==> src/rtl/dsp_mac_seq.sv <==
`default_nettype none
// ============================================================================
// Module   : dsp_mac_seq
// Purpose  : Sequences a pipelined DSP slice as a multiply-accumulate engine;
//            streams N operand pairs in, returns the drained accumulator.
// Revision : 1.0 - initial release
// ============================================================================
module dsp_mac_seq #(
    parameter int DATA_W = 18,
    parameter int LEN_W  = 10,
    parameter int P_LAT  = 3
) (
    input  logic              clk,
    input  logic              rst,
    input  logic              start,
    input  logic [LEN_W-1:0]  len,
    output logic              busy,
    input  logic              in_valid,
    output logic              in_ready,
    input  logic [DATA_W-1:0] in_a,
    input  logic [DATA_W-1:0] in_b,
    output logic [DATA_W-1:0] dsp_a,
    output logic [DATA_W-1:0] dsp_b,
    output logic [7:0]        dsp_opmode,
    input  logic [47:0]       dsp_p,
    output logic              out_valid,
    input  logic              out_ready,
    output logic [47:0]       out_data
);

    localparam logic [7:0] C_OP_CLR   = 8'h00;
    localparam logic [7:0] C_OP_FIRST = 8'h01;
    localparam logic [7:0] C_OP_HOLD  = 8'h08;
    localparam logic [7:0] C_OP_ACC   = 8'h09;
    localparam int         C_CNT_W    = (P_LAT < 1) ? 1 : $clog2(P_LAT + 1);

    typedef enum logic [1:0] {
        S_IDLE  = 2'd0,
        S_RUN   = 2'd1,
        S_DRAIN = 2'd2,
        S_DONE  = 2'd3
    } state_t;

    state_t              r_state;
    state_t              w_next;
    logic [LEN_W-1:0]    r_remaining;
    logic                r_first;
    logic [C_CNT_W-1:0]  r_drain_cnt;
    logic [7:0]          r_op_d1;
    logic [7:0]          r_opmode;
    logic [DATA_W-1:0]   r_dsp_a;
    logic [DATA_W-1:0]   r_dsp_b;
    logic [47:0]         r_out_data;
    logic                w_accept;

    assign w_accept   = in_valid && in_ready;
    assign dsp_a      = r_dsp_a;
    assign dsp_b      = r_dsp_b;
    assign dsp_opmode = r_opmode;
    assign out_data   = r_out_data;

    always_ff @(posedge clk or posedge rst) begin
        if (rst) begin
            r_state <= S_IDLE;
        end else begin
            r_state <= w_next;
        end
    end

    always_comb begin
        w_next    = r_state;
        busy      = 1'b1;
        in_ready  = 1'b0;
        out_valid = 1'b0;
        case (r_state)
            S_IDLE: begin
                busy = 1'b0;
                if (start) begin
                    w_next = (len != '0) ? S_RUN : S_DONE;
                end
            end
            S_RUN: begin
                in_ready = 1'b1;
                if (in_valid && (r_remaining == LEN_W'(1))) begin
                    w_next = S_DRAIN;
                end
            end
            S_DRAIN: begin
                if (r_drain_cnt == '0) begin
                    w_next = S_DONE;
                end
            end
            S_DONE: begin
                out_valid = 1'b1;
                if (out_ready) begin
                    w_next = S_IDLE;
                end
            end
            default: w_next = S_IDLE;
        endcase
    end

    // Opmode trails A/B by one cycle: stage d1 tags the accept cycle, the
    // output register aligns it with the DSP's A1 register stage.
    always_ff @(posedge clk or posedge rst) begin
        if (rst) begin
            r_op_d1  <= C_OP_CLR;
            r_opmode <= C_OP_CLR;
        end else begin
            if (w_accept) begin
                r_op_d1 <= r_first ? C_OP_FIRST : C_OP_ACC;
            end else if (r_state == S_IDLE) begin
                r_op_d1 <= C_OP_CLR;
            end else begin
                r_op_d1 <= C_OP_HOLD;
            end

            case (w_next)
                S_IDLE:  r_opmode <= C_OP_CLR;
                S_DONE:  r_opmode <= C_OP_HOLD;
                default: r_opmode <= r_op_d1;
            endcase
        end
    end

    always_ff @(posedge clk or posedge rst) begin
        if (rst) begin
            r_remaining <= '0;
            r_first     <= 1'b0;
            r_drain_cnt <= '0;
            r_dsp_a     <= '0;
            r_dsp_b     <= '0;
            r_out_data  <= '0;
        end else begin
            case (r_state)
                S_IDLE: begin
                    if (start) begin
                        r_remaining <= len;
                        r_first     <= 1'b1;
                        if (len == '0) begin
                            r_out_data <= '0;
                        end
                    end
                end
                S_RUN: begin
                    if (w_accept) begin
                        r_dsp_a     <= in_a;
                        r_dsp_b     <= in_b;
                        r_remaining <= r_remaining - LEN_W'(1);
                        r_first     <= 1'b0;
                        if (r_remaining == LEN_W'(1)) begin
                            r_drain_cnt <= C_CNT_W'(P_LAT);
                        end
                    end
                end
                S_DRAIN: begin
                    if (r_drain_cnt == '0) begin
                        r_out_data <= dsp_p;
                    end else begin
                        r_drain_cnt <= r_drain_cnt - C_CNT_W'(1);
                    end
                end
                default: ;
            endcase
        end
    end

endmodule
`default_nettype wire

==> config.mk <==
export PLATFORM = sky130hd
export DESIGN_NAME = dsp_mac_seq
export DESIGN_NICKNAME = d
export VERILOG_FILES = /design/src/rtl/dsp_mac_seq.sv
export SDC_FILE = /design/constraint.sdc
export NUM_CORES = 1
export LEC_CHECK = 0
export ABC_AREA = 0
export CAP_MARGIN = 10
export CORE_AREA = 5 5 104 106
export DETAILED_ROUTE_END_ITERATION = 12
export DIE_AREA = 0 0 109 111
export GPL_ROUTABILITY_DRIVEN = 0
export PLACE_DENSITY = 0.84
export SYNTH_ARGS = -nofsm -noshare
export SYNTH_HDL_FRONTEND = slang
export SYNTH_SLANG_ARGS = --single-unit
==> constraint.sdc <==
create_clock -name clk -period 8.3 [get_ports clk]
set_clock_uncertainty 0.2 [all_clocks]
set_input_delay 1.245 -clock clk [delete_from_list [all_inputs] [get_ports clk]]
set_output_delay 1.245 -clock clk [all_outputs]
set_load 0.05 [all_outputs]
* Yosys cells after proc, flatten, opt, wreduce, memory -nomap -nowiden *
Cells that the tools add are included.

word-level totals
  register bits = 115
  input bits = 99
  output and inout bits = 95
  word-level logic and storage cells = 63

cells by class
  $add $sub $neg = 2
  equality and inequality tests = 11
  multiplexer cells = 27
  reductions and logical operators = 14

operators with widths
  operator                                                count
  2-to-1 mux 48 bit                                       3
  case mux 48 bit (2 select lines)                        1
  2-to-1 mux 10 bit                                       2
  case mux 10 bit (2 select lines)                        1
  2-to-1 mux 2 bit                                        8
  case mux 8 bit (2 select lines)                         1
  2-to-1 mux 4 bit                                        3
  equality test 10 x 1 -> 1 bit (second input constant)   1
  logical NOT 10 bit                                      1
  inequality test 2 bit (second input constant)           5
  nonzero test 10 bit                                     1
  subtractor 10 x 1 -> 10 bit (second input constant)     1
  case mux 2 bit (4 select lines)                         1
  AND reduction 4 bit                                     2
  equality test 2 bit (second input constant)             3
  logical NOT 2 bit                                       3
  nonzero test 2 bit                                      3
  2-to-1 mux 1 bit                                        5
  case mux 2 bit (2 select lines)                         1
  AND reduction 3 bit                                     1
  equality test 2 x 1 -> 1 bit (second input constant)    1
  logical AND 1 bit                                       2
  inequality test 2 x 1 -> 1 bit (second input constant)  1
  case mux 1 bit (2 select lines)                         1
  2 further kinds                                         2

* Depth between registers and ports, before layout *
Gate-level depths: netlist of the first run.

  depth in word-level cells = 6
  depth in mapped cells = 8
  depth with buffers taken out = 8

* Worst setup path after synthesis of the first run *
No wires, ideal clock.

  path kind = input-to-reg
  start = input in_valid
  end = register r_opmode[3] (netlist: dsp_opmode[3])
  setup time = 0.125 ns
  arrival time = 2.499 ns
  data required time = 7.975 ns
  slack = 5.476 ns
  cell stages on the path = 6
  path buffers = 0
  cells stage by stage = nor4bb_1 > nand3_1 > nand3_1 > o21ai_0 > ha_1 > mux2_2

between the ends
  longest elaborated chain between the ends = 5
  elaborated cells on any way between the ends = 6
  classes of those cells = eq/ne (1); mux (3); reduce/logical (2)

RTL lines
  what                                                      line  RTL
  from (decl)                                               18    input logic in_valid,
  logical AND 1 bit (*)                                     84    if (in_valid && (r_remaining == LEN_W'(1))) begin
  2-to-1 mux 2 bit (*)                                      84
  case mux 2 bit (4 select lines) (*)                       75    case (r_state)
  via w_next[0]                                             45    state_t w_next;
  equality test 2 bit or logical NOT 2 bit (tied branches)  118   case (w_next)
  case mux 8 bit (2 select lines) (*)                       118
  to (signal assigned)                                      121   default: r_opmode <= r_op_d1;
  to (decl)                                                 50    logic [7:0] r_opmode;

Mark *: on every way through the listed nets, which the timed path passes. The rest lies on a longest branch.
A chain may end at the register's enable or synchronous reset.

* Worst setup path after layout of the first run *
  start = register r_state[0]
  end = output in_ready

between the ends
  longest elaborated chain between the ends = 2

RTL lines
  what                          line  RTL
  from (decl)                   44    state_t r_state;
  from (signal assigned)        66    r_state <= w_next;
  equality test 2 x 1 -> 1 bit  75
  2-to-1 mux 1 bit              75
  to (decl)                     19    output logic in_ready,

No other way between the ends.

==> metrics.md, run 1 <==
| Metric | Value |
|---|---|
| Outcome | `completed` |
| Antenna diode count | `0` |
| CP required | `just under 7 ns` |
| Pwr Density | `about 460 mW/mm^2` |
| Critical R2R Capture | `dsp_b[15]$_DFFE_PP0P_` |
| Initial standard-cell utilization of the core | `around 44%` |
| Overall overflow remaining after global route | `0` |
| Number of nets at the end of the flow | `around 600` |
| Ratio of final minimum period to clock period | `48.6%` |
| Setup TNS | `0 ns` |
| Insertion delay of the later-clocked pin in the worst-skew pair | `between 0.3 and 0.4 ns` |
| Capture endpoint of the worst hold path | `dsp_opmode[0]$_DFF_PP0_` |
| R2R depth | `4` |
| Critical path launch point | `r_state[0]$_DFF_PP0_` |
| Maximum resistive drop on vdd | `~250 uV` |
| Maximum fanout along the worst path | `17` |
| Transition at the pin with the smallest max-transition slack | `roughly 1.1 ns` |
| Number of synthesis warnings | `0` |
| Die width | `roughly 110 microns` |
| Total net switching power | `1.38 mW` |
| Number of design rule violations left after detail routing | `0` |
| Synth cell count leaders | `103 x dfrtp_1, 49 x a22o_1, 19 x mux2_2` |
| Pre-antenna DRT Iters | `4` |
| Sequential element share of the synthesized area | `60.5%` |
| Drt via density | `between 5 and 6` |
| DRT antenna net count | `0` |
| All-Layer GR Usage | `between 10% and 20%` |
| Leakage power | `roughly 2.8 nW` |
| Post-synthesis instance area | `between 0.004 and 0.005 sq mm` |
| TritonCTS Buffers | `9` |
| Ratio of cells with drive above 1 in the final layout | `about an eighth` |
| Final Hold Violating Endpoints | `0` |
| Top-count cell post-synth | `dfrtp_1` |
| Gates resized, CTS repair | `0` |
| Primary FF master, synth | `dfrtp_1` |
| Number of standard-cell rows in the floorplan | `36` |
| Number of storage elements in the synthesis netlist | `103` |
| Asr flop ratio synth | `100%` |
| Bufs on Longest Clock Path | `2` |
| Signed area change from the synthesized netlist to the final layout | `50.2%` |
| Post-CTS setup buffers | `0` |
| Area inside the core boundary | `~0.0097 sq mm` |
| Launch point of the worst hold path | `r_op_d1[0]$_DFF_PP0_` |
| Violation count after the first detailed-routing iteration | `approximately 140` |
| Final-report setup violation count | `0` |
| Category of the critical setup timing path | `reg2out` |
| Avg Synthesized Cell Area | `13.5 sq um` |
| Number of antenna violations at the first check in global routing | `0` |
| Cell-internal power | `between 1.5 and 2 mW` |
| Total number of H-tree levels | `3` |
| Logic pwr share | `slightly below 60%` |
| Relative max-transition margin | `between 20% and 30%` |
| CTS tree | `done` |
| Floorplan die area | `0.0121 sq mm` |
| First-pass GRT wire length | `~18000 microns` |
| Post-synthesis cell type count | `40` |
| Number of violations of the max-capacitance limit | `0` |
| Setup repair after global routing missed its margin | `false` |
| Ports | `between 150 and 200` |
| WL per Instance | `between 15 and 20 microns` |
| Detailed placement HPWL | `between 8000 and 9000 microns` |
| Part of the power in registers | `30.3%` |
| Worst EP arrival | `2.59 ns` |
| Clock-pin slew reported for the worst setup and hold paths after clock tree synthesis | `0.09 ns` |
| Util after Layout | `66.1%` |
| Area leader, netlist | `dfrtp_1` |
| Pin count of the biggest net entering global routing | `64` |
| Worst R2R Start | `r_state[1]$_DFF_PP0_` |
| Synth top area cells | `dfrtp_1 60%, a22o_1 10%, mux2_4 6.3%` |
| Switching Fraction | `a little under half` |
| Routed WL | `~11000 microns` |
| Clock network power share | `a little over a tenth` |
| Cells on Worst Hold Path | `1` |
| Hold buffer count at CTS | `0` |
| Crit path time final | `about 4 ns` |
| Maximum achievable frequency | `around 250 MHz` |
| Worst hold-check path type | `reg2reg` |
| Fraction of post-synthesis cell area in the top cell type by area | `about three fifths` |
| Worst Setup Start Kind | `flip-flop` |
| Cells after Synth | `between 300 and 400` |
| Setup slack of the most critical reg-to-reg path | `5.41 ns` |
| Number of enable flip-flop cells after synthesis | `0` |
| Final slew viol count | `0` |
| Number of buffers inserted by port buffering | `around 190` |
| Die height | `between 100 and 150 microns` |
| Number of global-route vias before repair | `between 3000 and 4000` |
| Fill cell count | `between 700 and 800` |
| Num Clock Sinks | `around 100` |
| Routed vias | `3225` |
| Category of the worst setup path capture point | `output pin` |
| Clock Root Buffer | `clkbuf_8` |
## metrics by stage
stage	cell area, sq um	setup slack, ns	instances	hold slack, ns	power (mW)
floorplan	4280	4.15	321	0.234	2.05
detailed placement	6190	4.66	617	0.256	2.62
CTS	6400	4.24	633	0.278	2.95
global placement	6190	4.72	617	0.247	2.58
global route	6400	4.09	633	0.293	3.07
finish	6400	4.26	633	0.269	2.93
## routing by layer
metal	global-route usage, %	part of all wire (%)
met3	5.53	7.9
met5	0	0
met1	23.8	40
met2	30.7	50
met4	6.73	2.1
## worst max-delay path, cell delays in order, from the launching register on
cell and delay [ns]:
dfrtp_1 0.63, nand2b_1 0.42, inv_2 0.33, clkdlybuf4s50_1 0.86
## placed cells by master, fill, tap and decap left out, types with 2 or more instances in the layout
cell type and n:
a211oi_1 4, a21boi_0 2, a21oi_1 6, a22o_1 49, a2bb2oi_1 2, a31oi_1 3
and2_1 4, and3_1 2, buf_4 2, clkbuf_8 11, clkdlybuf4s50_1 187, conb_1 6
dfrtp_1 103, ha_1 4, inv_1 8, mux2_2 19, mux2_4 18, mux2i_1 2
nand2_1 8, nand2b_1 3, nand3_1 3, nor2_1 11, nor3_1 4, o21ai_0 14
o22ai_1 2
## how the worst max path moves through the flow
stage          depth (start not counted)              endpoint  slack (ns)
3_5_place_dp                           3              in_ready        4.66
3_3_place_gp                           3              in_ready        4.72
4_1_cts                                3              in_ready        4.24
5_1_grt                                3              in_ready        4.09
6_report                               3              in_ready        4.26
2_1_floorplan                          1  dsp_a[0]$_DFFE_PP0P_        4.15
## state kept, by name, indices dropped and copies added (netlist names)
signal       flops
r_first          1
dsp_opmode       2
r_remaining     10
out_data        48
r_op_d1          2
r_drain_cnt      2
dsp_a           18
dsp_b           18
r_state          2
## kinds of logic (layout without fill, tap and decap cells)
| family | count (synthesis) | count (layout) | synth area share [%] |
|---|---|---|---|
| flops | 103 | 103 | 60.5 |
| buf+inv | 36 | 215 | 4.85 |
| other cells | 1 | 6 | 0.0880 |
| simple gates | 44 | 44 | 5.55 |
| mux | 39 | 39 | 11.8 |
| compound gates | 89 | 89 | 16.0 |
| fa+ha+maj | 4 | 4 | 1.17 |
## cell type report
class	count	area [sq um]	area share, %
Clock buffer	12	155	2.42
Clock inverter	4	51.3	0.801
Inverter	10	40.0	0.625
Multi-Input combinational cell	182	1520	23.8
Sequential cell	103	2580	40.3
Tap cell	133	166	2.60
Timing Repair Buffer	189	1890	29.5
## power groups by stage
stage / Sequential [mW] / Clock, mW / Combinational, mW
floorplan: 1.55 / 0 / 0.503
global route: 0.920 / 0.354 / 1.80
finish: 0.888 / 0.322 / 1.72
CTS: 0.887 / 0.333 / 1.73
global placement: 0.882 / 0 / 1.70
detailed placement: 0.894 / 0 / 1.73
(Power assumes the default switching activity.)
==> run 2, diff against run 1 <==
--- a/config.mk
+++ b/config.mk
@@ -7,11 +7,11 @@
 export LEC_CHECK = 0
 export ABC_AREA = 0
 export CAP_MARGIN = 10
-export CORE_AREA = 5 5 104 106
+export CORE_AREA = 5 5 112 114
 export DETAILED_ROUTE_END_ITERATION = 12
-export DIE_AREA = 0 0 109 111
+export DIE_AREA = 0 0 117 119
 export GPL_ROUTABILITY_DRIVEN = 0
-export PLACE_DENSITY = 0.84
+export PLACE_DENSITY = 0.77
 export SYNTH_ARGS = -nofsm -noshare
 export SYNTH_HDL_FRONTEND = slang
 export SYNTH_SLANG_ARGS = --single-unit
==> constraint.sdc (replaced) <==
create_clock -name clk -period 3.4 [get_ports clk]
set_clock_uncertainty 0.2 [all_clocks]
set_input_delay 0.51 -clock clk [delete_from_list [all_inputs] [get_ports clk]]
set_output_delay 0.51 -clock clk [all_outputs]
set_load 0.05 [all_outputs]
==> run 2 against run 1 <==
Compared with the run above: final cell count is 2.2% higher; combinational power is 150% higher; global-route usage is 3.3 points lower; clock power grew to 3.5 times the previous value; largest cell class unchanged; critical path depth stayed put; first-iteration DRC count is 0.74% lower; non-clock buffer count is 4 higher; highest routed layer unchanged; core utilization is 7.7 points lower; die area is 15% higher; wire length is 1.7% lower.
==> metrics.md, run 2 (synthesized netlist as in run 1, its figures left out) <==
| Metric | Value |
|---|---|
| Worst hold-check path type | `reg2reg` |
| Floorplan die area | `0.0139 sq mm` |
| Switching Fraction | `between 40% and 50%` |
| Util after Layout | `approximately 60%` |
| Number of violations of the max-capacitance limit | `0` |
| Relative max-transition margin | `about half` |
| Final Hold Violating Endpoints | `0` |
| Gates resized, CTS repair | `0` |
| Maximum achievable frequency | `roughly 350 MHz` |
| Pwr Density | `between 1000 and 1500 mW/mm^2` |
| Category of the worst setup path capture point | `output pin` |
| Num Clock Sinks | `103` |
| Most used cells in the layout excluding fill and tap cells | `187 x clkdlybuf4s50_1, 103 x dfrtp_1, 49 x a22o_1, 19 x mux2_2, 18 x mux2_4` |
| Setup slack of the most critical reg-to-reg path | `0.88 ns` |
| Routed vias | `about 3300` |
| Ratio of cells with drive above 1 in the final layout | `between 10% and 20%` |
| Clock Root Buffer | `clkbuf_16` |
| CTS tree | `done` |
| Category of the critical setup timing path | `reg2out` |
| WL per Instance | `~17 microns` |
| Overall overflow remaining after global route | `0` |
| Die width | `between 100 and 150 microns` |
| Hold buffer count at CTS | `0` |
| Total net switching power | `between 3 and 4 mW` |
| Setup TNS | `0 ns` |
| Number of flip-flops under the largest register name | `between 40 and 50` |
| Violation count after the first detailed-routing iteration | `between 100 and 150` |
| Number of buffers inserted by port buffering | `between 150 and 200` |
| Pin count of the biggest net entering global routing | `49` |
| Worst Setup Start Kind | `flip-flop` |
| Pre-antenna DRT Iters | `4` |
| Maximum resistive drop on vdd | `approximately 660 uV` |
| Most common cell after layout, fill and taps aside | `clkdlybuf4s50_1` |
| Number of standard-cell rows in the floorplan | `39` |
| Clock network power share | `14.9%` |
| First-pass GRT wire length | `roughly 17000 microns` |
| Number of design rule violations left after detail routing | `0` |
| Transition at the pin with the smallest max-transition slack | `about 0.75 ns` |
| Detailed placement HPWL | `around 8300 microns` |
| Crit path time final | `slightly below 3 ns` |
| Drt via density | `5.03` |
| TritonCTS Buffers | `9` |
| Clock-pin slew reported for the worst setup and hold paths after clock tree synthesis | `approximately 0.070 ns` |
| Number of antenna violations at the first check in global routing | `0` |
| Total number of H-tree levels | `3` |
| Total design power | `approximately 7.5 mW` |
| Ratio of final minimum period to clock period | `about 85%` |
| DRT antenna net count | `0` |
| Ports | `194` |
| Insertion delay of the later-clocked pin in the worst-skew pair | `about 0.33 ns` |
| Bufs on Longest Clock Path | `2` |
| Die height | `119 microns` |
| Logic pwr share | `between 50% and 60%` |
| Routed WL | `about 11000 microns` |
| Outcome | `completed` |
| Final slew viol count | `0` |
| Maximum fanout along the worst path | `14` |
| Antenna diode count | `0` |
| Number of global-route vias before repair | `approximately 3400` |
| Initial standard-cell utilization of the core | `between 30% and 40%` |
| Number of nets at the end of the flow | `602` |
| Part of the power in registers | `slightly below 30%` |
| Area inside the core boundary | `between 0.01 and 0.015 sq mm` |
| Final-report setup violation count | `0` |
| Leakage power | `slightly below 3 nW` |
| Worst EP arrival | `between 2 and 2.5 ns` |
| Cell-internal power | `4.09 mW` |
| CP required | `~2.7 ns` |
| Post-CTS setup buffers | `0` |
| Signed area change from the synthesized netlist to the final layout | `55.1%` |
| Setup repair after global routing missed its margin | `false` |
| All-Layer GR Usage | `between 10% and 20%` |
## run 2: cell count changes in the layout (fill, tap and decap cells not counted), sizes merged
cell	before	now
clkinvlp	1	3
clkbuf	12	10
bufinv	1	2
buf	2	6
inv	11	10
## run 2: cell type report
type,instances,area [sq um]
inverters,10,41.3
clock buffers,10,239
well taps,143,179
repair buffers,193,1950
fillers,900,4710
multi-input cells,182,1520
flip-flops and latches,103,2580
clock inverters,6,91.3
## run 2: worst max-delay path, stage by stage (launching register included)
cell,delay [ns]
dfrtp_1,0.64
nand2b_1,0.15
inv_2,0.20
clkdlybuf4s50_1,0.85
## run 2: power groups by stage
stage	clock [mW]	combinational, mW	sequential [mW]
2_1_floorplan	0	1.23	3.77
3_3_place_gp	0	4.19	2.16
3_5_place_dp	0	4.25	2.18
4_1_cts	1.14	4.26	2.17
5_1_grt	1.20	4.42	2.25
6_report	1.12	4.22	2.17
## run 2: per-stage QoR
step / setup slack (ns) / instance area, sq um / std cells / hold slack (ns)
detailed placement: 0.561 / 6280 / 631 / 0.247
global placement: 0.611 / 6280 / 631 / 0.246
finish: 0.514 / 6610 / 647 / 0.253
floorplan: 1.23 / 4280 / 321 / 0.234
global route: 0.418 / 6610 / 647 / 0.284
CTS: 0.502 / 6610 / 647 / 0.253
## run 2: metal layers
metal / track usage (%) / vias up / part of all wire (%)
met2: 25.4 / 156 / 48
met4: 4.95 / 0 / 1.7
li1: - / 1511 / -
met3: 4.11 / 15 / 8.6
met1: 20.2 / 1575 / 42
met5: 0 / - / 0
## run 2: path summary, 6_finish.rpt
kind,cells past startpoint,start,to
hold reg to reg,1,r_op_d1[0]$_DFF_PP0_,dsp_opmode[0]$_DFF_PP0_
min in group asynchronous,2,rst,dsp_a[12]$_DFFE_PP0P_
hold / removal,1,r_op_d1[0]$_DFF_PP0_,dsp_opmode[0]$_DFF_PP0_
setup / recovery,3,r_state[0]$_DFF_PP0_,in_ready
max in group asynchronous,3,rst,out_data[25]$_DFFE_PP0P_
setup reg to reg,6,r_remaining[5]$_DFFE_PP0P_,dsp_opmode[3]$_DFF_PP0_
==> run 3, diff against run 2 <==
--- a/config.mk
+++ b/config.mk
@@ -7,11 +7,11 @@
 export LEC_CHECK = 0
 export ABC_AREA = 0
 export CAP_MARGIN = 10
-export CORE_AREA = 5 5 112 114
+export CORE_AREA = 5 5 107 109
 export DETAILED_ROUTE_END_ITERATION = 12
-export DIE_AREA = 0 0 117 119
+export DIE_AREA = 0 0 112 114
 export GPL_ROUTABILITY_DRIVEN = 0
-export PLACE_DENSITY = 0.77
+export PLACE_DENSITY = 0.8
 export SYNTH_ARGS = -nofsm -noshare
 export SYNTH_HDL_FRONTEND = slang
 export SYNTH_SLANG_ARGS = --single-unit
==> constraint.sdc (replaced) <==
create_clock -name clk -period 2.7 [get_ports clk]
set_clock_uncertainty 0.2 [all_clocks]
set_input_delay 0.405 -clock clk [delete_from_list [all_inputs] [get_ports clk]]
set_output_delay 0.405 -clock clk [all_outputs]
set_load 0.05 [all_outputs]
==> run 3 against run 2 <==
Compared with the run above: global-route usage up 1.6 points; combinational power up 27%; sequential power up 26%; core utilization up 3.5 points; largest power group unchanged.
==> metrics.md, run 3 (synthesized netlist as in run 1, its figures left out) <==
| Metric | Value |
|---|---|
| Outcome | `completed` |
| Ratio of final minimum period to clock period | `between 90% and 100%` |
| Transition at the pin with the smallest max-transition slack | `0.749 ns` |
| Crit path max-delay cell type | `clkdlybuf4s50_1` |
| Number of standard-cell rows in the floorplan | `38` |
| Post-CTS setup buffers | `0` |
| Area inside the core boundary | `around 0.011 sq mm` |
| Total net switching power | `roughly 4.2 mW` |
| Category of the critical setup timing path | `reg2out` |
| Pwr Density | `1380 mW/mm^2` |
| Worst Setup Start Kind | `flip-flop` |
| Setup TNS | `0 ns` |
| Setup WS post-layout | `between 0.15 and 0.2 ns` |
| Part of the power in registers | `a little under a third` |
| Capture endpoint of the worst hold path | `dsp_opmode[0]$_DFF_PP0_` |
| CTS tree | `done` |
| Number of global-route vias before repair | `roughly 3500` |
| Max incr delay on CP | `a little over 0.8 ns` |
| Category of the worst setup path capture point | `output pin` |
| Signed area change from the synthesized netlist to the final layout | `52.5%` |
| Critical R2R Capture | `dsp_opmode[3]$_DFF_PP0_` |
| Top cell family by delay on the critical path | `buffers and inverters` |
| Most common cell after layout, fill and taps aside | `clkdlybuf4s50_1` |
| Final slew viol count | `0` |
| Number of violations of the max-capacitance limit | `0` |
| Cell area after layout | `around 0.0065 sq mm` |
| Number of nets at the end of the flow | `approximately 600` |
| Num Clock Sinks | `around 100` |
| Gates resized, CTS repair | `0` |
| Logic pwr share | `about three fifths` |
| Drt via density | `slightly above 5` |
| Final-report setup violation count | `0` |
| Overall overflow remaining after global route | `0` |
| WP buf/inv | `1` |
| Initial standard-cell utilization of the core | `40.5%` |
| CP Cell Sequence | `and2_1 -> clkdlybuf4s50_1` |
| Total number of H-tree levels | `3` |
| Worst R2R Start | `r_remaining[5]$_DFFE_PP0P_` |
| Die width | `112 microns` |
| Setup Slack @ Placement | `between 0.05 and 0.06 ns` |
| Clock-pin slew reported for the worst setup and hold paths after clock tree synthesis | `approximately 0.090 ns` |
| TritonCTS Buffers | `9` |
| Fill cell count | `around 840` |
| Clock Root Buffer | `clkbuf_8` |
| Clock network power share | `9.4%` |
| Ports | `194` |
| Cell-internal power | `between 4 and 5 mW` |
| Die height | `about 110 microns` |
| Most used cells in the layout excluding fill and tap cells | `186 x clkdlybuf4s50_1, 102 x dfrtp_1, 49 x a22o_1, 19 x mux2_2, 18 x mux2_4` |
| DRT antenna net count | `0` |
| Final std cells w/o fill | `roughly 650` |
| Relative max-transition margin | `roughly 49%` |
| Worst EP arrival | `~1.9 ns` |
| Detailed placement HPWL | `8140 microns` |
| Maximum fanout along the worst path | `13` |
| Violation count after the first detailed-routing iteration | `~180` |
| Final Hold Violating Endpoints | `0` |
| All-Layer GR Usage | `~17%` |
| Number of gates on the worst path with buffers counted | `2` |
| Pin count of the biggest net entering global routing | `approximately 100` |
| Insertion delay of the later-clocked pin in the worst-skew pair | `0.34 ns` |
| Total instance count after detailed placement | `approximately 640` |
| Routed vias | `~3300` |
| Routed WL | `roughly 11000 microns` |
| Switching Fraction | `between 40 and 50%` |
| DP Area | `approximately 0.0063 sq mm` |
| First-pass GRT wire length | `approximately 18000 microns` |
| Antenna diode count | `0` |
| Pre-antenna DRT Iters | `6` |
| Worst hold margin | `between 0.2 and 0.3 ns` |
| WL per Instance | `approximately 17 microns` |
| Setup slack of the most critical reg-to-reg path | `roughly 0.35 ns` |
| Leakage power | `2.88 nW` |
| Maximum achievable frequency | `397 MHz` |
| R2R depth | `7` |
| Ratio of cells with drive above 1 in the final layout | `between 10% and 20%` |
| Number of design rule violations left after detail routing | `0` |
| Number of flip-flops under the largest register name | `48` |
| Maximum resistive drop on vdd | `approximately 860 uV` |
| Floorplan die area | `between 0.01 and 0.015 sq mm` |
| CP required | `about 2.1 ns` |
| Cells on Worst Hold Path | `1` |
| Number of antenna violations at the first check in global routing | `0` |
| Bufs on Longest Clock Path | `2` |
| Hold buffer count at CTS | `0` |
| Crit path time final | `2.52 ns` |
| Launch point of the worst hold path | `r_op_d1[0]$_DFF_PP0_` |
| Setup repair after global routing missed its margin | `false` |
| Number of buffers inserted by port buffering | `187` |
| Worst hold-check path type | `reg2reg` |
-- run 3: cell count changes in the layout (fill, tap and decap cells not counted), sizes merged --
| cell | previous run | this run |
|---|---|---|
| clkdlybuf4s50 | 187 | 186 |
| buf | 6 | 14 |
| bufinv | 2 | 0 |
| clkinvlp | 3 | 2 |
-- run 3: per-stage QoR --
stage | utilization, % | power (mW)
after floorplan | - | 6.29
after global placement | 60.3 | 8.04
after detailed placement | 60.3 | 8.15
after CTS | 61.8 | 9.02
after global routing | 61.8 | 9.39
final | 61.8 | 8.94
-- run 3: how the worst max path moves through the flow --
stage,start,to
after floorplan,r_remaining[5]$_DFFE_PP0P_,dsp_opmode[3]$_DFF_PP0_
final,r_state[1]$_DFF_PP0_,out_valid
after CTS,r_state[0]$_DFF_PP0_,out_valid
after global placement,in_valid,dsp_opmode[3]$_DFF_PP0_
after global routing,r_state[1]$_DFF_PP0_,busy
after detailed placement,in_valid,dsp_opmode[3]$_DFF_PP0_
-- run 3: layer usage --
| layer | vias to the layer above | wire (microns) | track usage [%] |
|---|---|---|---|
| met3 | 12 | 829 | 4.30 |
| met2 | 146 | 5740 | 29.6 |
| met1 | 1650 | 4430 | 21.5 |
| met5 | - | 0 | 0 |
| li1 | 1522 | - | - |
| met4 | 0 | 147 | 5.21 |
-- run 3: area by class of cell --
type	count	area, sq um	area share, %
repair buffers	200	2020	31.1
inverters	10	41.3	0.636
well taps	140	175	2.70
clock inverters	3	21.3	0.327
multi-input cells	182	1520	23.5
flip-flops and latches	103	2580	39.7
clock buffers	10	138	2.12
-- run 3: worst register-to-register path: cells and delay by family, from the launching register on --
kind | cells | cell delay [ns]
and+or+nand+nor | 3 | 0.62
AOI/OAI and AO/OA | 1 | 0.11
buffers and inverters | 1 | 0.20
adders and majority gates | 1 | 0.32
DFF | 1 | 0.45
muxes | 1 | 0.33
-- run 3: power groups by stage --
stage / Combinational, mW / Sequential (mW) / Clock (mW)
after floorplan: 1.55 / 4.75 / 0
after global placement: 5.33 / 2.71 / 0
after detailed placement: 5.39 / 2.75 / 0
after CTS: 5.41 / 2.73 / 0.877
after global routing: 5.62 / 2.83 / 0.940
final: 5.36 / 2.74 / 0.836
